File: config.mk
export PLATFORM = sky130hd
export DESIGN_NAME = imem_controller
export DESIGN_NICKNAME = d
export VERILOG_FILES = /design/src/rtl/imem_pkg.sv /design/src/rtl/imem_controller.sv
export SDC_FILE = /design/constraint.sdc
export NUM_CORES = 1
export LEC_CHECK = 0
export CORE_MARGIN = 4
export CORE_UTILIZATION = 26
export DETAILED_ROUTE_END_ITERATION = 10
export PLACE_DENSITY_LB_ADDON = 0.08
export SYNTH_ARGS = -nofsm -noshare
export SYNTH_HDL_FRONTEND = slang
export SYNTH_SLANG_ARGS = --single-unit
File: constraint.sdc
create_clock -name clk_i -period 3.3 [get_ports clk_i]
set_input_delay 0.99 -clock clk_i [delete_from_list [all_inputs] [get_ports clk_i]]
set_output_delay 0.99 -clock clk_i [all_outputs]
set_load 0.005 [all_outputs]
File: src/rtl/imem_pkg.sv
// Shared constants and state type for the instruction-memory controller.
package imem_pkg;

  localparam int unsigned IMEM_DEPTH = 1024;
  localparam logic [31:0] HALT_INSN  = 32'hc0001073;

  typedef enum logic [1:0] {StBoot, StRun, StHalt} state_e;

endpackage

File: src/rtl/imem_controller.sv
// Boots the external instruction RAM from a loader stream, then serves core fetches until the
// halt word is returned.
module imem_controller #(
  parameter int unsigned DEPTH     = imem_pkg::IMEM_DEPTH,
  parameter logic [31:0] HALT_INSN = imem_pkg::HALT_INSN,
  localparam int unsigned AW       = $clog2(DEPTH)
) (
  input  logic          clk_i,
  input  logic          rst_i,
  input  logic          ld_valid_i,
  input  logic [31:0]   ld_data_i,
  input  logic          ld_last_i,
  output logic          ld_ready_o,
  input  logic          fetch_req_i,
  input  logic [31:0]   fetch_addr_i,
  output logic          fetch_valid_o,
  output logic [31:0]   fetch_insn_o,
  output logic          fetch_fault_o,
  output logic          core_run_o,
  output logic          halted_o,
  output logic [AW:0]   load_count_o,
  output logic          mem_en_o,
  output logic          mem_we_o,
  output logic [AW-1:0] mem_addr_o,
  output logic [31:0]   mem_wdata_o,
  input  logic [31:0]   mem_rdata_i
);

  import imem_pkg::*;

  localparam logic [AW:0] DepthCnt = DEPTH[AW:0];

  state_e      state_q;
  logic [AW:0] load_count_q;
  logic        fetch_valid_q;
  logic        fetch_fault_q;
  logic        rd_pend_q;
  logic        halted_q;

  logic ld_hs;
  logic last_word;
  logic fetch_legal;
  logic fetch_go;
  logic halt_now;

  always_comb begin
    ld_ready_o  = (state_q == StBoot) && (load_count_q < DepthCnt);
    ld_hs       = ld_valid_i && ld_ready_o;
    last_word   = ld_last_i || (load_count_q == DepthCnt - 1'b1);
    // The RAM's output register holds the fetched word; gate it so idle cycles return zero.
    fetch_insn_o = rd_pend_q ? mem_rdata_i : '0;
    halt_now    = fetch_valid_q && !fetch_fault_q && (fetch_insn_o == HALT_INSN);
    fetch_legal = (fetch_addr_i[1:0] == 2'b00) && (fetch_addr_i[31:AW+2] == '0);
    fetch_go    = (state_q == StRun) && fetch_req_i && !halt_now;

    mem_en_o    = 1'b0;
    mem_we_o    = 1'b0;
    mem_addr_o  = '0;
    mem_wdata_o = '0;
    if (ld_hs) begin
      mem_en_o    = 1'b1;
      mem_we_o    = 1'b1;
      mem_addr_o  = load_count_q[AW-1:0];
      mem_wdata_o = ld_data_i;
    end else if (fetch_go && fetch_legal) begin
      mem_en_o   = 1'b1;
      mem_addr_o = fetch_addr_i[AW+1:2];
    end
  end

  always_ff @(posedge clk_i or posedge rst_i) begin
    if (rst_i) begin
      state_q       <= StBoot;
      load_count_q  <= '0;
      fetch_valid_q <= 1'b0;
      fetch_fault_q <= 1'b0;
      rd_pend_q     <= 1'b0;
      halted_q      <= 1'b0;
    end else begin
      fetch_valid_q <= 1'b0;
      fetch_fault_q <= 1'b0;
      rd_pend_q     <= 1'b0;
      unique case (state_q)
        StBoot: begin
          if (ld_hs) begin
            load_count_q <= load_count_q + 1'b1;
            if (last_word) state_q <= StRun;
          end
        end
        StRun: begin
          // A request arriving alongside the halt word is dropped.
          if (halt_now) begin
            state_q  <= StHalt;
            halted_q <= 1'b1;
          end else if (fetch_req_i) begin
            fetch_valid_q <= 1'b1;
            fetch_fault_q <= !fetch_legal;
            rd_pend_q     <= fetch_legal;
          end
        end
        StHalt: begin
          state_q <= StHalt;
        end
        default: state_q <= StBoot;
      endcase
    end
  end

  assign fetch_valid_o = fetch_valid_q;
  assign fetch_fault_o = fetch_fault_q;
  assign core_run_o    = (state_q == StRun);
  assign halted_o      = halted_q;
  assign load_count_o  = load_count_q;

endmodule

==> flow_metrics.tcl, run 1 <==
set metrics [dict create \
    slew_viol_final 0 \
    syn_inst 189 \
    failed_checks "setup timing" \
    overflow 0 \
    clk_pin_slew_worst_paths_ps 60 \
    viasPerCell 4.43 \
    postSynthAreaPerCell_um2 8.02 \
    n_antenna_cell 0 \
    first_iter_violations 32 \
    fin_area_um2 3740 \
    placed_cell_area_um2 3580 \
    finalPower_mw 1.21 \
    seq_area_frac_synth 0.281 \
    ys.flop_type "dfrtp_1" \
    synth_area_leaders "dfrtp_1 28%, and2_1 26%, nand2_1 7.2%, o21ai_2 4.6%, xnor2_1 3.5%" \
    die_area_um2 7120 \
    grt_usage 0.186 \
    grt_pass1_vias 2196 \
    ant_nets 0 \
    p_leak_nw 1.81 \
    dr.pass1.iters 6 \
    coreArea_um2 5570 \
    fillers 488 \
    io_pins 193 \
    synth_top_area_share 0.281 \
    cts-htree-levels 1 \
    required_ps 2310 \
    cts.sinks 17 \
    cap_violations 0 \
    status "finished, violations left" \
    arrival_ps 2460 \
    die_y_um 84.4 \
    multi_input_area_um2 1130 \
    ir_drop_v 0.000272 \
    finClkSkew_ps 2.87 \
    holdWs_ps 471 \
    synth_common_cells "64 x and2_1, 29 x nand2_1, 17 x dfrtp_1" \
    worst_hold_path_type "register to register" \
    period_needed_ps 3450 \
    finalSetupViolCount 10 \
    finalCritPeriodShare 1.05 \
    cts_buffers 3 \
    cp-end-kind "output port" \
    worstSetupStartpointType "input pin" \
    die_x_um 84.4 \
    drive_above_1_share 0.226 \
    num_vias 2080 \
    cts_tree "built" \
    grt_pass1_wl_mm 10.9 \
    gp_congestion 0.921 \
    synthArstFlopShare 1.00 \
    start_util 0.272 \
    synth_area_um2 1520 \
    ff2ff_setup_slack_ps 830 \
    hold_viol 0 \
    ys_seq_elements 17 \
    clock_path_buffers 2 \
    fin_util 0.671 \
    post-route-drc-count 0 \
    synth_top_cell_by_area "dfrtp_1" \
    path_class "input pin to output port" \
    cp_max_fo 4 \
    power_density_nw_per_um2 324 \
    fin_cells 470 \
    setup_ws_ps -153 \
    synth_nets 293 \
    slew_headroom 0.576 \
    max_slew.worst_pin.slew_ps 635 \
    drt-total-wl_mm 7.09 \
    post-dp-hpwl_mm 5.61 \
    setup_tns_ps -1260 \
    port_buffers 192 \
    num_rows 27 \
    antenna_found_initial 0 \
    fmax_ghz 0.290 \
    cts-root-buf "clkbuf_8" \
    drt-wirelength-per-cell_um 15.1 \
    grt_start_max_net_pins 32 \
    clkLatencyLatePin_ps 250 \
    nets 503 \
    rsz0062_at_grt "yes" \
    synth_warnings 0 \
    seqCellArea_um2 425 \
    dp_cells 451 \
    pre_cts_slack_ps -845 \
    synth_most_common_cell "and2_1" \
    synth-edff-count 0 \
    yosysUniqueCellTypes 36 \
    syn2layout_area_growth_pct 147 \
]
==> cell families (layout without fill, tap and decap cells) <==
kind of cell | Yosys count | after routing | synth area share
buffers and inverters | 16 | 225 | 0.0462
DFF | 17 | 17 | 0.281
and+or+nand+nor | 128 | 128 | 0.512
muxes | 1 | 1 | 0.00743
AOI/OAI and AO/OA | 15 | 15 | 0.0776
xor gates and xnor gates | 9 | 9 | 0.0520
adders and majority gates | 3 | 3 | 0.0248
==> layout by cell type (no fill, tap or decap), types with 10 or more instances in the layout <==
cell,instances
dlygate4sd2_1,46
buf_2,22
dfrtp_1,17
clkdlybuf4s50_1,96
nand2_1,29
buf_4,15
o21ai_2,10
and2_1,63
clkdlybuf4s15_1,17
==> power breakdown <==
group	internal (mW)	switching [mW]	leakage [nW]
Combinational	0.469	0.281	1.56
Sequential	0.254	0.0556	0.226
Clock	0.0836	0.0688	0.0255
Total	0.807	0.405	1.81
==> cell type report <==
class                   count  area share
multi-input cells         156       0.303
inverters                   6     0.00736
repair buffers            215       0.539
clock buffers               3      0.0110
clock inverters             1     0.00134
well taps                  72      0.0241
flip-flops and latches     17       0.114
==> sequential cells by signal (all words and copies together), names as in the netlist <==
name	count
rd_pend_q	1
state_q	2
fetch_valid_o	1
load_count_o	11
fetch_fault_o	1
halted_o	1
==> metal layers <==
| metal | share of wire | global-route usage | vias to the layer above |
|---|---|---|---|
| met5 | 0 | 0 | - |
| met4 | 0.0016 | 0.00863 | 0 |
| met3 | 0.086 | 0.0589 | 2 |
| met2 | 0.51 | 0.357 | 107 |
| met1 | 0.40 | 0.210 | 927 |
| li1 | - | - | 1044 |
==> path summary, 6_finish.rpt <==
path                                  start               to  depth (start not counted)
setup / recovery           fetch_addr_i[30]    mem_addr_o[3]                          9
hold reg to reg                    halted_o         halted_o                          1
min in group asynchronous             rst_i  load_count_o[2]                          2
max in group asynchronous             rst_i  load_count_o[4]                          2
hold / removal                     halted_o         halted_o                          1
setup reg to reg                 state_q[0]       state_q[1]                         12
==> critical path: stages <==
cell and delay (ps):
buf_2 100, nor4_2 250, nand4_1 180, nor4_4 300, nand2_2 110, buf_12 150, buf_8 120, o21ai_2 120
buf_2 130
==> timing repair <==
action	CTS	global route
hold buffers	0	0
gates resized for setup	196	31
pin swaps	29	14
gates cloned	2	0
buffers inserted	8	5
endpoints found under the setup margin	43	24
Note: power is estimated with default switching activity, not from simulation.
==> run 2: changes to the inputs <==
Settings changed: CORE_AREA from default to 4 4 73 75, CORE_MARGIN 4 to default, CORE_UTILIZATION 26 to default, DIE_AREA from default to 0 0 77 79, DONT_BUFFER_PORTS from default to 1, SLEW_MARGIN from default to 20, TNS_END_PERCENT from default to 10.
==> run 2 against run 1 <==
Compared with the run above: the flow now finishes without violations; sequential power increased by 2%; clock power grew 4%; clock skew up 2.5 ps; hold slack gained 23 ps; combinational power shrank 55%; sequential share of layout area grew 15 points; first-iteration DRC count grew 50%; critical endpoint is now mem_addr_o[7].
==> flow_metrics.tcl, run 2 (synthesized netlist as in run 1, its figures left out) <==
set metrics [dict create \
    status "finished, final reports clean" \
    cp.buffers_inverters 1 \
    finalSetupViolCount 0 \
    cp_max_fo 4 \
    io_pins 193 \
    worst_r2r_path_depth 9 \
    required_ps 2310 \
    layout_commonest_cell "and2_1" \
    slew_viol_final 0 \
    cpMaxStageDelayCell "or4_4" \
    ir_drop_v 0.000261 \
    post-dp-hpwl_mm 4.30 \
    drt-wirelength-per-cell_um 20.4 \
    power_frac_seq 0.390 \
    start_util 0.325 \
    n_antenna_cell 0 \
    cts-root-buf "clkbuf_8" \
    post-route-drc-count 0 \
    die_y_um 79 \
    r2r_start "state_q[0]" \
    cts_tree "built" \
    period_needed_ps 3270 \
    crit_start "fetch_addr_i[14]" \
    clkLatencyLatePin_ps 250 \
    placed_cell_area_um2 1580 \
    fin_area_um2 1630 \
    path_delay_family "simple AND/OR/NAND/NOR gates" \
    swShare 0.408 \
    num_vias 1351 \
    arrival_ps 2280 \
    cap_violations 0 \
    setup_tns_ps 0 \
    first_iter_violations 48 \
    clock_path_buffers 2 \
    clk_pin_slew_worst_paths_ps 70 \
    ff2ff_setup_slack_ps 1070 \
    overflow 0 \
    ant_nets 0 \
    path_cells "or4_4, nor4_4, nand2_2, buf_4, o21ai_2" \
    finalCritPeriodShare 0.990 \
    gp_congestion 0.708 \
    path_class "input pin to output port" \
    grt_pass1_vias 1382 \
    fillers 492 \
    critical_path_depth 5 \
    cp-end-kind "output port" \
    finClkSkew_ps 5.34 \
    slew_headroom 0.556 \
    cts_buffers 3 \
    pwr-share-clk 0.196 \
    hold_viol 0 \
    worst_setup_path_endpoint "mem_addr_o[7]" \
    rsz0062_at_grt "yes" \
    layout_common_cells "64 x and2_1, 29 x nand2_1, 17 x dfrtp_1" \
    p_leak_nw 0.755 \
    cts-htree-levels 1 \
    worst_hold_path_type "register to register" \
    drive_above_1_share 0.143 \
    drt-total-wl_mm 4.97 \
    grt_usage 0.144 \
    coreArea_um2 4660 \
    num_rows 25 \
    power_density_nw_per_um2 495 \
    timing.rr.end "state_q[1]" \
    nets 294 \
    syn2layout_area_growth_pct 7.67 \
    dr.pass1.iters 4 \
    max_slew.worst_pin.slew_ps 666 \
    die_x_um 77 \
    grt_pass1_wl_mm 7.20 \
    fmax_ghz 0.306 \
    p_sw_mw 0.329 \
    intPower_mw 0.478 \
    cts.sinks 17 \
    worstSetupStartpointType "input pin" \
    largest_register_ffs 11 \
    antenna_found_initial 0 \
    crit_path_max_incr_delay_ps 520 \
    cts_hold_repair.buffers 0 \
    comb_power_share 0.415 \
    holdPathStages 1 \
    die_area_um2 6080 \
    port_buffers 0 \
    grt_start_max_net_pins 33 \
    viasPerCell 5.56 \
]
==> run 2: cell types whose count changed in the layout (fill, tap and decap cells not counted), moves of 3 or more <==
cell,delta
buf_6,-5
buf_2,-22
clkdlybuf4s15_1,-17
dlygate4sd2_1,-46
nor4_4,-3
clkdlybuf4s50_1,-96
clkbuf_2,-5
nor4bb_1,+3
buf_12,-3
nor4_1,+6
nor4_2,-3
buf_4,-10
==> run 2: metal layers <==
metal | routed length (um) | up-vias | global-route usage
li1 | - | 630 | -
met1 | 1760 | 627 | 0.151
met3 | 536 | 4 | 0.0590
met2 | 2660 | 90 | 0.277
met5 | 0 | - | 0
met4 | 14 | 0 | 0.0178
==> run 2: worst reg2reg max path, cell delays in order (launching register included) <==
cell,delay (ps)
dfrtp_1,390
inv_1,70
ha_1,190
nor2b_4,180
nand2_2,80
clkinv_2,190
and3_4,250
nand3_2,100
a32oi_1,310
mux2_1,350
==> run 2: cell type report <==
cell class              instances  area [um2]  area share
multi-input cells             156        1020       0.625
flip-flops and latches         17         425       0.261
well taps                      54        67.6      0.0414
repair buffers                  6        48.8      0.0299
clock buffers                   3        41.3      0.0253
inverters                       6        23.8      0.0146
clock inverters                 1        5.00     0.00307
==> run 2: how the worst min path moves through the flow <==
stage | startpoint | endpoint | slack (ps)
3_5_place_dp | state_q[1] | state_q[1] | 490
5_1_grt | halted_o | halted_o | 520
4_1_cts | state_q[1] | state_q[1] | 500
3_3_place_gp | state_q[1] | state_q[1] | 470
6_report | state_q[1] | state_q[1] | 490
2_1_floorplan | halted_o | halted_o | 450
==> run 2: power by group through the flow <==
stage          clock (mW)  sequential [mW]  combinational, mW
2_1_floorplan           0            0.302              0.271
3_3_place_gp            0            0.317              0.329
3_5_place_dp            0            0.320              0.343
4_1_cts             0.164            0.316              0.344
5_1_grt             0.172            0.324              0.381
6_report            0.158            0.315              0.335
==> run 2: timing repair <==
action                                 4_1_cts  5_1_grt
resized for setup                            0        1
buffers inserted                             0        0
endpoints found under the hold margin        0        0
setup endpoints to repair                    0        9
==> run 2: stage by stage <==
step | power, mW | hold slack, ps | utilization | std cells | setup WS (ps)
2_1_floorplan | 0.574 | 451 | - | 189 | 171
3_3_place_gp | 0.647 | 467 | 0.340 | 239 | 57.8
3_5_place_dp | 0.662 | 485 | 0.340 | 239 | 45.4
4_1_cts | 0.824 | 500 | 0.350 | 243 | 36.6
5_1_grt | 0.877 | 525 | 0.350 | 243 | -44.3
6_report | 0.808 | 495 | 0.350 | 243 | 34.3
